## config.mk

```make
export PLATFORM = sky130hd
export DESIGN_NAME = sum_splitter_flat
export DESIGN_NICKNAME = d
export VERILOG_FILES = /design/src/rtl/sum_splitter_pkg.sv /design/src/rtl/sum_splitter_if.sv /design/src/rtl/sum_splitter_stage.sv /design/src/rtl/sum_splitter.sv /design/src/flat_wrapper.sv
export SDC_FILE = /design/constraint.sdc
export NUM_CORES = 1
export LEC_CHECK = 0
export BUFFER_PORTS_ARGS = -buffer_cell sky130_fd_sc_hd__buf_2
export CAP_MARGIN = 20
export CORE_MARGIN = 1
export CORE_UTILIZATION = 35
export DETAILED_ROUTE_END_ITERATION = 12
export GPL_TIMING_DRIVEN = 1
export PLACE_DENSITY = 0.68
export SLEW_MARGIN = 20
export SYNTH_ARGS = -nofsm -noshare
export SYNTH_HDL_FRONTEND = slang
export SYNTH_SLANG_ARGS = --single-unit
```

## constraint.sdc

```tcl
create_clock -name clk -period 1.25 [get_ports clk]
set_input_delay 0.25 -clock clk [delete_from_list [all_inputs] [get_ports clk]]
set_output_delay 0.25 -clock clk [all_outputs]
set_load 0.01 [all_outputs]
```

## src/rtl/sum_splitter_pkg.sv

```systemverilog
// Shared types and defaults for the sum_splitter datapath (S - A operand recovery).
package sum_splitter_pkg;

  localparam int unsigned WIDTH_DEF = 4;
  localparam int unsigned CNT_W_DEF = 8;

  // Payload carried by each pipeline stage, default operand width.
  typedef struct packed {
    logic [WIDTH_DEF-1:0] b;
    logic                 borrow;
    logic                 p;
    logic                 q;
  } payload_t;

  localparam payload_t PAYLOAD_RST = '0;

  function automatic int unsigned payload_w(int unsigned width);
    return width + 32'd3;
  endfunction

endpackage

```

## src/rtl/sum_splitter_if.sv

```systemverilog
// Valid/ready bus bundle for sum_splitter: operand input side and result output side.
interface sum_splitter_if
  import sum_splitter_pkg::*;
#(
  parameter int unsigned WIDTH = WIDTH_DEF,
  parameter int unsigned CNT_W = CNT_W_DEF
);
  logic             in_valid;
  logic             in_ready;
  logic [WIDTH-1:0] in_s;
  logic [WIDTH-1:0] in_a;
  logic             out_valid;
  logic             out_ready;
  logic [WIDTH-1:0] out_b;
  logic             out_borrow;
  logic             out_p;
  logic             out_q;
  logic [CNT_W-1:0] out_cnt;

  modport master (
    output in_valid, in_s, in_a, out_ready,
    input  in_ready, out_valid, out_b, out_borrow, out_p, out_q, out_cnt
  );

  modport slave (
    input  in_valid, in_s, in_a, out_ready,
    output in_ready, out_valid, out_b, out_borrow, out_p, out_q, out_cnt
  );
endinterface

```

## src/rtl/sum_splitter_stage.sv

```systemverilog
// One-entry valid/ready register slice; accepts while empty or draining in the same cycle.
module sum_splitter_stage
  import sum_splitter_pkg::*;
#(
  parameter type   data_t  = payload_t,
  parameter data_t RST_VAL = PAYLOAD_RST
) (
  input  logic  clk,
  input  logic  rst_n,
  input  logic  up_valid,
  output logic  up_ready,
  input  data_t up_data,
  output logic  dn_valid,
  input  logic  dn_ready,
  output data_t dn_data
);

  logic load;

  always_comb begin
    up_ready = !dn_valid || dn_ready;
    load     = up_valid && up_ready;
  end

  // Data only changes on load, so it holds while the entry is stalled.
  always_ff @(posedge clk or negedge rst_n) begin
    if (!rst_n) begin
      dn_valid <= 1'b0;
      dn_data  <= RST_VAL;
    end else begin
      if (load) begin
        dn_valid <= 1'b1;
        dn_data  <= up_data;
      end else if (dn_ready) begin
        dn_valid <= 1'b0;
      end
    end
  end

endmodule

```

## src/rtl/sum_splitter.sv

```systemverilog
// Recovers B = S - A with borrow and S[1:0] through a registered valid/ready pipeline.
// Define SUM_SPLITTER_PIPE2_EN for a second register stage (latency 2, capacity 2).
module sum_splitter
  import sum_splitter_pkg::*;
#(
  parameter int unsigned WIDTH = WIDTH_DEF,
  parameter int unsigned CNT_W = CNT_W_DEF
) (
  input  logic           clk,
  input  logic           rst_n,
  sum_splitter_if.slave  bus
);

  typedef struct packed {
    logic [WIDTH-1:0] b;
    logic             borrow;
    logic             p;
    logic             q;
  } result_t;

  localparam result_t RESULT_RST = '0;

  logic [WIDTH:0]   diff;
  result_t          in_pl;
  result_t          out_pl;
  logic             out_valid;
  logic [CNT_W-1:0] cnt;

  // Extended difference: top bit is the borrow out of the WIDTH-bit subtract.
  always_comb begin
    diff         = {1'b0, bus.in_s} - {1'b0, bus.in_a};
    in_pl.b      = diff[WIDTH-1:0];
    in_pl.borrow = diff[WIDTH];
    in_pl.p      = bus.in_s[0];
    in_pl.q      = bus.in_s[1];
  end

`ifdef SUM_SPLITTER_PIPE2_EN
  logic    mid_valid;
  logic    mid_ready;
  result_t mid_pl;

  sum_splitter_stage #(.data_t(result_t), .RST_VAL(RESULT_RST)) u_stage1 (
    .clk      (clk),
    .rst_n    (rst_n),
    .up_valid (bus.in_valid),
    .up_ready (bus.in_ready),
    .up_data  (in_pl),
    .dn_valid (mid_valid),
    .dn_ready (mid_ready),
    .dn_data  (mid_pl)
  );

  sum_splitter_stage #(.data_t(result_t), .RST_VAL(RESULT_RST)) u_stage2 (
    .clk      (clk),
    .rst_n    (rst_n),
    .up_valid (mid_valid),
    .up_ready (mid_ready),
    .up_data  (mid_pl),
    .dn_valid (out_valid),
    .dn_ready (bus.out_ready),
    .dn_data  (out_pl)
  );
`else
  sum_splitter_stage #(.data_t(result_t), .RST_VAL(RESULT_RST)) u_stage1 (
    .clk      (clk),
    .rst_n    (rst_n),
    .up_valid (bus.in_valid),
    .up_ready (bus.in_ready),
    .up_data  (in_pl),
    .dn_valid (out_valid),
    .dn_ready (bus.out_ready),
    .dn_data  (out_pl)
  );
`endif

  // Delivered-result counter, wraps naturally at 2^CNT_W.
  always_ff @(posedge clk or negedge rst_n) begin
    if (!rst_n) begin
      cnt <= '0;
    end else if (out_valid && bus.out_ready) begin
      cnt <= cnt + CNT_W'(1);
    end
  end

  assign bus.out_valid  = out_valid;
  assign bus.out_b      = out_pl.b;
  assign bus.out_borrow = out_pl.borrow;
  assign bus.out_p      = out_pl.p;
  assign bus.out_q      = out_pl.q;
  assign bus.out_cnt    = cnt;

endmodule
```

## src/flat_wrapper.sv

```systemverilog
// flat-port wrapper written by rule: the top's interface ports become plain ports
module sum_splitter_flat import sum_splitter_pkg::*;
#(
  parameter int unsigned WIDTH = WIDTH_DEF,
  parameter int unsigned CNT_W = CNT_W_DEF
)
  (clk, rst_n, bus_in_valid, bus_in_s, bus_in_a, bus_out_ready, bus_in_ready, bus_out_valid, bus_out_b, bus_out_borrow, bus_out_p, bus_out_q, bus_out_cnt);
  sum_splitter_if #(.WIDTH(WIDTH), .CNT_W(CNT_W)) bus_i ();
  input  logic clk;
  input  logic rst_n;
  input wire logic [$bits(bus_i.in_valid)-1:0] bus_in_valid;
  input wire logic [$bits(bus_i.in_s)-1:0] bus_in_s;
  input wire logic [$bits(bus_i.in_a)-1:0] bus_in_a;
  input wire logic [$bits(bus_i.out_ready)-1:0] bus_out_ready;
  output wire logic [$bits(bus_i.in_ready)-1:0] bus_in_ready;
  output wire logic [$bits(bus_i.out_valid)-1:0] bus_out_valid;
  output wire logic [$bits(bus_i.out_b)-1:0] bus_out_b;
  output wire logic [$bits(bus_i.out_borrow)-1:0] bus_out_borrow;
  output wire logic [$bits(bus_i.out_p)-1:0] bus_out_p;
  output wire logic [$bits(bus_i.out_q)-1:0] bus_out_q;
  output wire logic [$bits(bus_i.out_cnt)-1:0] bus_out_cnt;
  assign bus_i.in_valid = bus_in_valid;
  assign bus_i.in_s = bus_in_s;
  assign bus_i.in_a = bus_in_a;
  assign bus_i.out_ready = bus_out_ready;
  assign bus_in_ready = bus_i.in_ready;
  assign bus_out_valid = bus_i.out_valid;
  assign bus_out_b = bus_i.out_b;
  assign bus_out_borrow = bus_i.out_borrow;
  assign bus_out_p = bus_i.out_p;
  assign bus_out_q = bus_i.out_q;
  assign bus_out_cnt = bus_i.out_cnt;
  sum_splitter #(.WIDTH(WIDTH), .CNT_W(CNT_W)) u_core (.clk(clk), .rst_n(rst_n), .bus(bus_i));
endmodule
```

# Word level (Yosys, flattened, before mapping)
# Index checks and enable logic that the tools add are counted.
[word_totals]
reg_bits = 16
input_bits = 12
out_inout_bits = 17
elab_cells = 15
[classes]
n_addsub = 2
mux = 2
reduce_logical = 5
[ops]
columns = ["operator", "count"]
rows = [
  ["adder 8 x 1 -> 8 bit, second input constant", 1],
  ["subtractor 4 x 4 -> 5 bit", 1],
  ["logical AND 1 bit", 2],
  ["two-way mux 1 bit", 2],
  ["nonzero test 2 bit", 1],
  ["logical NOT 1 bit", 1],
  ["logical OR 1 bit", 1],
]

# Logic depth before layout (Yosys ltp)
[depth]
word_depth = 4
ltp_mapped = 7
ltp_nobuf = 7

# Hierarchy
# Synthesis repeated with hierarchy kept, for this count alone.
[hier_totals]
hier_cells = 62
hier_area_um2 = 834.6
[by_module_without_submodules]
columns = ["module", "instances", "cells_per_inst", "area_per_inst_um2", "seq_area_each_um2"]
rows = [
  ["sum_splitter", 1, 44, 496.7, 200.2],
  ["sum_splitter_stage", 1, 18, 337.8, 200.2],
]

# Worst setup path before layout
# No wires, ideal clock.
[synth_timing]
path_kind = "input-to-reg"
startpoint = "input port bus_in_s[0]"
endpoint = "register u_core.u_stage1.dn_data[2] in the netlist's numbering"
setup_ns = 0.064
arrival_time_ns = 1.291
required_time_ns = 1.186
path_slack_ns = -0.105
cell_stages = 7
cell_sequence = "inv_1 > ha_1 > inv_1 > fa_1 > a21o_1 > a21oi_1 > mux2_4"
[synth_between]
elab_chain_len = 1
[synth_rtl]
columns = ["item", "line_no", "text"]
rows = [
  ["start: declaration", "flat_wrapper.sv:12", "input wire logic [$bits(bus_i.in_s)-1:0] bus_in_s;"],
  ["subtractor 4 x 4 -> 5 bit", "sum_splitter.sv:31", "diff = {1'b0, bus.in_s} - {1'b0, bus.in_a};"],
  ["end signal: assignment", "sum_splitter_stage.sv:33", "dn_data <= up_data;"],
  ["end: declaration", "sum_splitter_stage.sv:15", "output data_t dn_data"],
]
# No other way between the ends.
# A chain may end at the register's enable or synchronous reset.

# Final worst setup path
[layout_timing]
startpoint = "register u_core.u_stage1.dn_valid"
endpoint = "register u_core.u_stage1.dn_data[0] in the netlist's numbering"
[layout_between]
elab_chain_len = 3
[layout_rtl]
columns = ["item", "line_no", "text"]
rows = [
  ["start: declaration", "sum_splitter_stage.sv:13", "output logic dn_valid,"],
  ["start signal: assignment", "sum_splitter_stage.sv:28", "dn_valid <= 1'b0;"],
  ["start signal: assignment", "sum_splitter_stage.sv:32", "dn_valid <= 1'b1;"],
  ["start signal: assignment", "sum_splitter_stage.sv:35", "dn_valid <= 1'b0;"],
  ["logical NOT 1 bit", "sum_splitter_stage.sv:21", "up_ready = !dn_valid || dn_ready;"],
  ["logical OR 1 bit", "sum_splitter_stage.sv:21", ""],
  ["logical AND 1 bit", "sum_splitter_stage.sv:22", "load = up_valid && up_ready;"],
]
# No other way between the ends.

==> results.cfg <==
[detailed_routing]
post_drt_wl_per_cell_um = 11.9
wirelength_mm = 1.66
drc = 0
ant_nets = 0
first_pass_iters = 4
drtIter0Drc = 8
avgViaCountPerCell = 4.81
dr_total_vias = 674

[setup_path]
crit_chain = nor2b_4 -> inv_2 -> buf_4 -> nand2_8 -> mux2_4
end_kind = register
reg2reg_setup_slack_ps = 20
cp_max_fo = 6
cp_slowest_cell = dfrtp_2
r2r_start = u_core.u_stage1.dn_valid
crit_type = register to register
rr_worst_depth = 5
worstSetupStartpoint = u_core.u_stage1.dn_valid
start_kind = register
max_stage_delay_ps = 410
endpoint = u_core.u_stage1.dn_data[0]
cp_data_arrival_time_ps = 1410
cp_data_required_time_ps = 1430
timing.rr.end = u_core.u_stage1.dn_data[0]

[layout]
fin_nets = 131
syn_to_final_growth_pct = 40.1
drive_gt1_share_pct = 48.2
fin_area_mm2 = 0.00115
layout.cells.non_filler = 140
diodes = 0

[sta]
worst_pin_slew_ps = 353
report.final.hold_viol_count = 0
setup_viol = 0
fin_crit_sh_pct = 98.2
slew_headroom_pct = 76.4
maxClockFrequency_mhz = 814
fin_crit_ps = 1230
drv_slew = 0
rsz0062_at_grt = true
fin_ws_ps = 22.0
clock_skew_ps = 3.30

[clock_tree]
cts-buffers-inserted = 3
h-tree-depth = 1
cts_tree = built
max-clock-path-buffers = 2
insertion_delay_ps = 280
cts_root_buf = clkbuf_4
cts.reportedPaths.clkPinSlew_ps = 100
numClockSinks = 16

[power]
vdd_ir_drop_max_v = 0.000715
p_total_mw = 1.82
share_seq_of_total_power_pct = 44.5
sw_frac_of_total_pct = 35.1
p_switching_uw = 638
p_clk_share_pct = 18.9
powerDensity_mw_per_mm2 = 1580
combPwrFrac_pct = 36.6
p_leak_nw = 0.596
power.internal_mw = 1.18

[global_route]
grt_pass1_wl_mm = 2.77
grt_start_max_net_pins = 17
grt.overflow.total = 0
first_global_vias = 667
grtUsageTotal_pct = 14.9
antenna_found_initial = 0

[placed_design]
dp_cells = 132
gp_congestion = 0.755
hpwl_mm = 1.25
pre_cts_ws_ps = -255
dpl_cell_area_mm2 = 0.00105
port_buffers = 28

[floorplan]
io_pins = 29
fp.dieH_um = 50.5
core_area_mm2 = 0.00221
fp.dieW_um = 50.5
initial_utilization_pct = 37.2
row_count = 17
dieArea_mm2 = 0.00255

[yosys]
syn_nets = 91
seq_area_frac_synth_pct = 48.6
synth_top_cell_by_area = dfrtp_1
synth_cell_types = 24
synth-edff-count = 0
synth_cells = 73
yosys_register_bits = 16
syn_avg_cell_area_um2 = 11.3
synth_top_area_share_pct = 48.6
yosysWarningCount = 0
synth_commonest_cells = dfrtp_1 (16), inv_1 (9), o21ai_0 (7)
yosysMostFrequentCell = dfrtp_1
async_reset_ff_share_pct = 100
yosys-top-cells-area = dfrtp_1 (49%), ha_1 (7.6%), mux2_4 (5.5%)
synth_ff_type = dfrtp_1
netlist_area_um2 = 823

[job]
cap_viol_max_count = 0

[status]
status = finished clean

[worst_hold_path]
worstHoldPathType = input port to register
[layout make-up]
class	count	area, um^2
multi-input cells	47	429
inverters	10	50.0
fillers	213	1060
repair buffers	35	201
flip-flops and latches	16	402
clock buffers	4	36.3
well taps	28	35.0
[worst min-delay path by stage]
stage	end	cells past startpoint	startpoint
CTS	u_core.u_stage1.dn_data[1]	3	bus_in_s[0]
finish	u_core.u_stage1.dn_data[1]	3	bus_in_s[0]
floorplan	u_core.bus.out_cnt[0]	0	rst_n
global placement	u_core.bus.out_cnt[0]	1	rst_n
global route	u_core.u_stage1.dn_data[1]	3	bus_in_s[0]
detailed placement	u_core.bus.out_cnt[0]	1	rst_n
[power groups by stage]
stage,clock network [mW],logic (mW),registers [mW]
finish,0.344,0.666,0.809
detailed placement,0,0.636,0.821
CTS,0.355,0.656,0.809
floorplan,0,0.300,0.882
global route,0.377,0.748,0.829
global placement,0,0.614,0.815
[flip-flops by register name, summed over array words and instances (netlist names)]
| signal | cells |
|---|---|
| u_core.bus.out_cnt | 8 |
| u_core.u_stage1.dn_data | 7 |
| u_core.u_stage1.dn_valid | 1 |
[layout by cell type, fill, tap and decap left out, types with 2 or more instances in the layout]
| cell type | count |
|---|---|
| buf_2 | 27 |
| dfrtp_1 | 15 |
| inv_1 | 7 |
| o21ai_0 | 6 |
| buf_4 | 6 |
| nand2_1 | 4 |
| xnor2_1 | 4 |
| ha_1 | 4 |
| mux2_4 | 3 |
| nand3_1 | 3 |
| xor2_1 | 3 |
| nor2_1 | 3 |
| clkbuf_4 | 3 |
| inv_2 | 2 |
| a21o_1 | 2 |
[worst max-delay path, delay by kind of cell, from the launching register on]
family                 cells  cell delay [ps]
muxes                      1              300
DFF                        1              410
and+or+nand+nor            2              200
buffers and inverters      2              210
[per-stage QoR]
step	hold WS (ps)	setup TNS, ps	utilization [%]
after floorplan	-45.6	-25.4	-
final	276	0	52.1
after detailed placement	190	-844	47.7
after global placement	180	-673	47.7
after global routing	290	-76.7	52.1
after CTS	277	0	51.1
[routing by layer]
| layer | wire, um | vias up | track usage [%] |
|---|---|---|---|
| li1 | - | 324 | - |
| met3 | 122 | 0 | 4.85 |
| met5 | 0 | - | 0 |
| met4 | 0 | 0 | 6.48 |
| met1 | 736 | 325 | 16.6 |
| met2 | 804 | 25 | 25.8 |
[cell families (layout without fill, tap and decap cells)]
family	count (synthesis)	after routing	synth area share, %
AOI/OAI and AO/OA	12	12	8.81
xor gates and xnor gates	8	8	8.51
adders and majority gates	6	6	10.0
buffers and inverters	10	49	4.56
DFF	16	16	48.6
muxes	4	4	6.84
and+or+nand+nor	17	17	12.6
[what timing repair did]
item | 4_1_cts | 5_1_grt
hold endpoints to repair | 16 | 0
buffers inserted | 3 | 0
endpoints found under the setup margin | 1 | 6
gates resized for setup | 1 | 4
hold buffers | 1 | 0
Note: power is estimated with default switching activity, not from simulation.
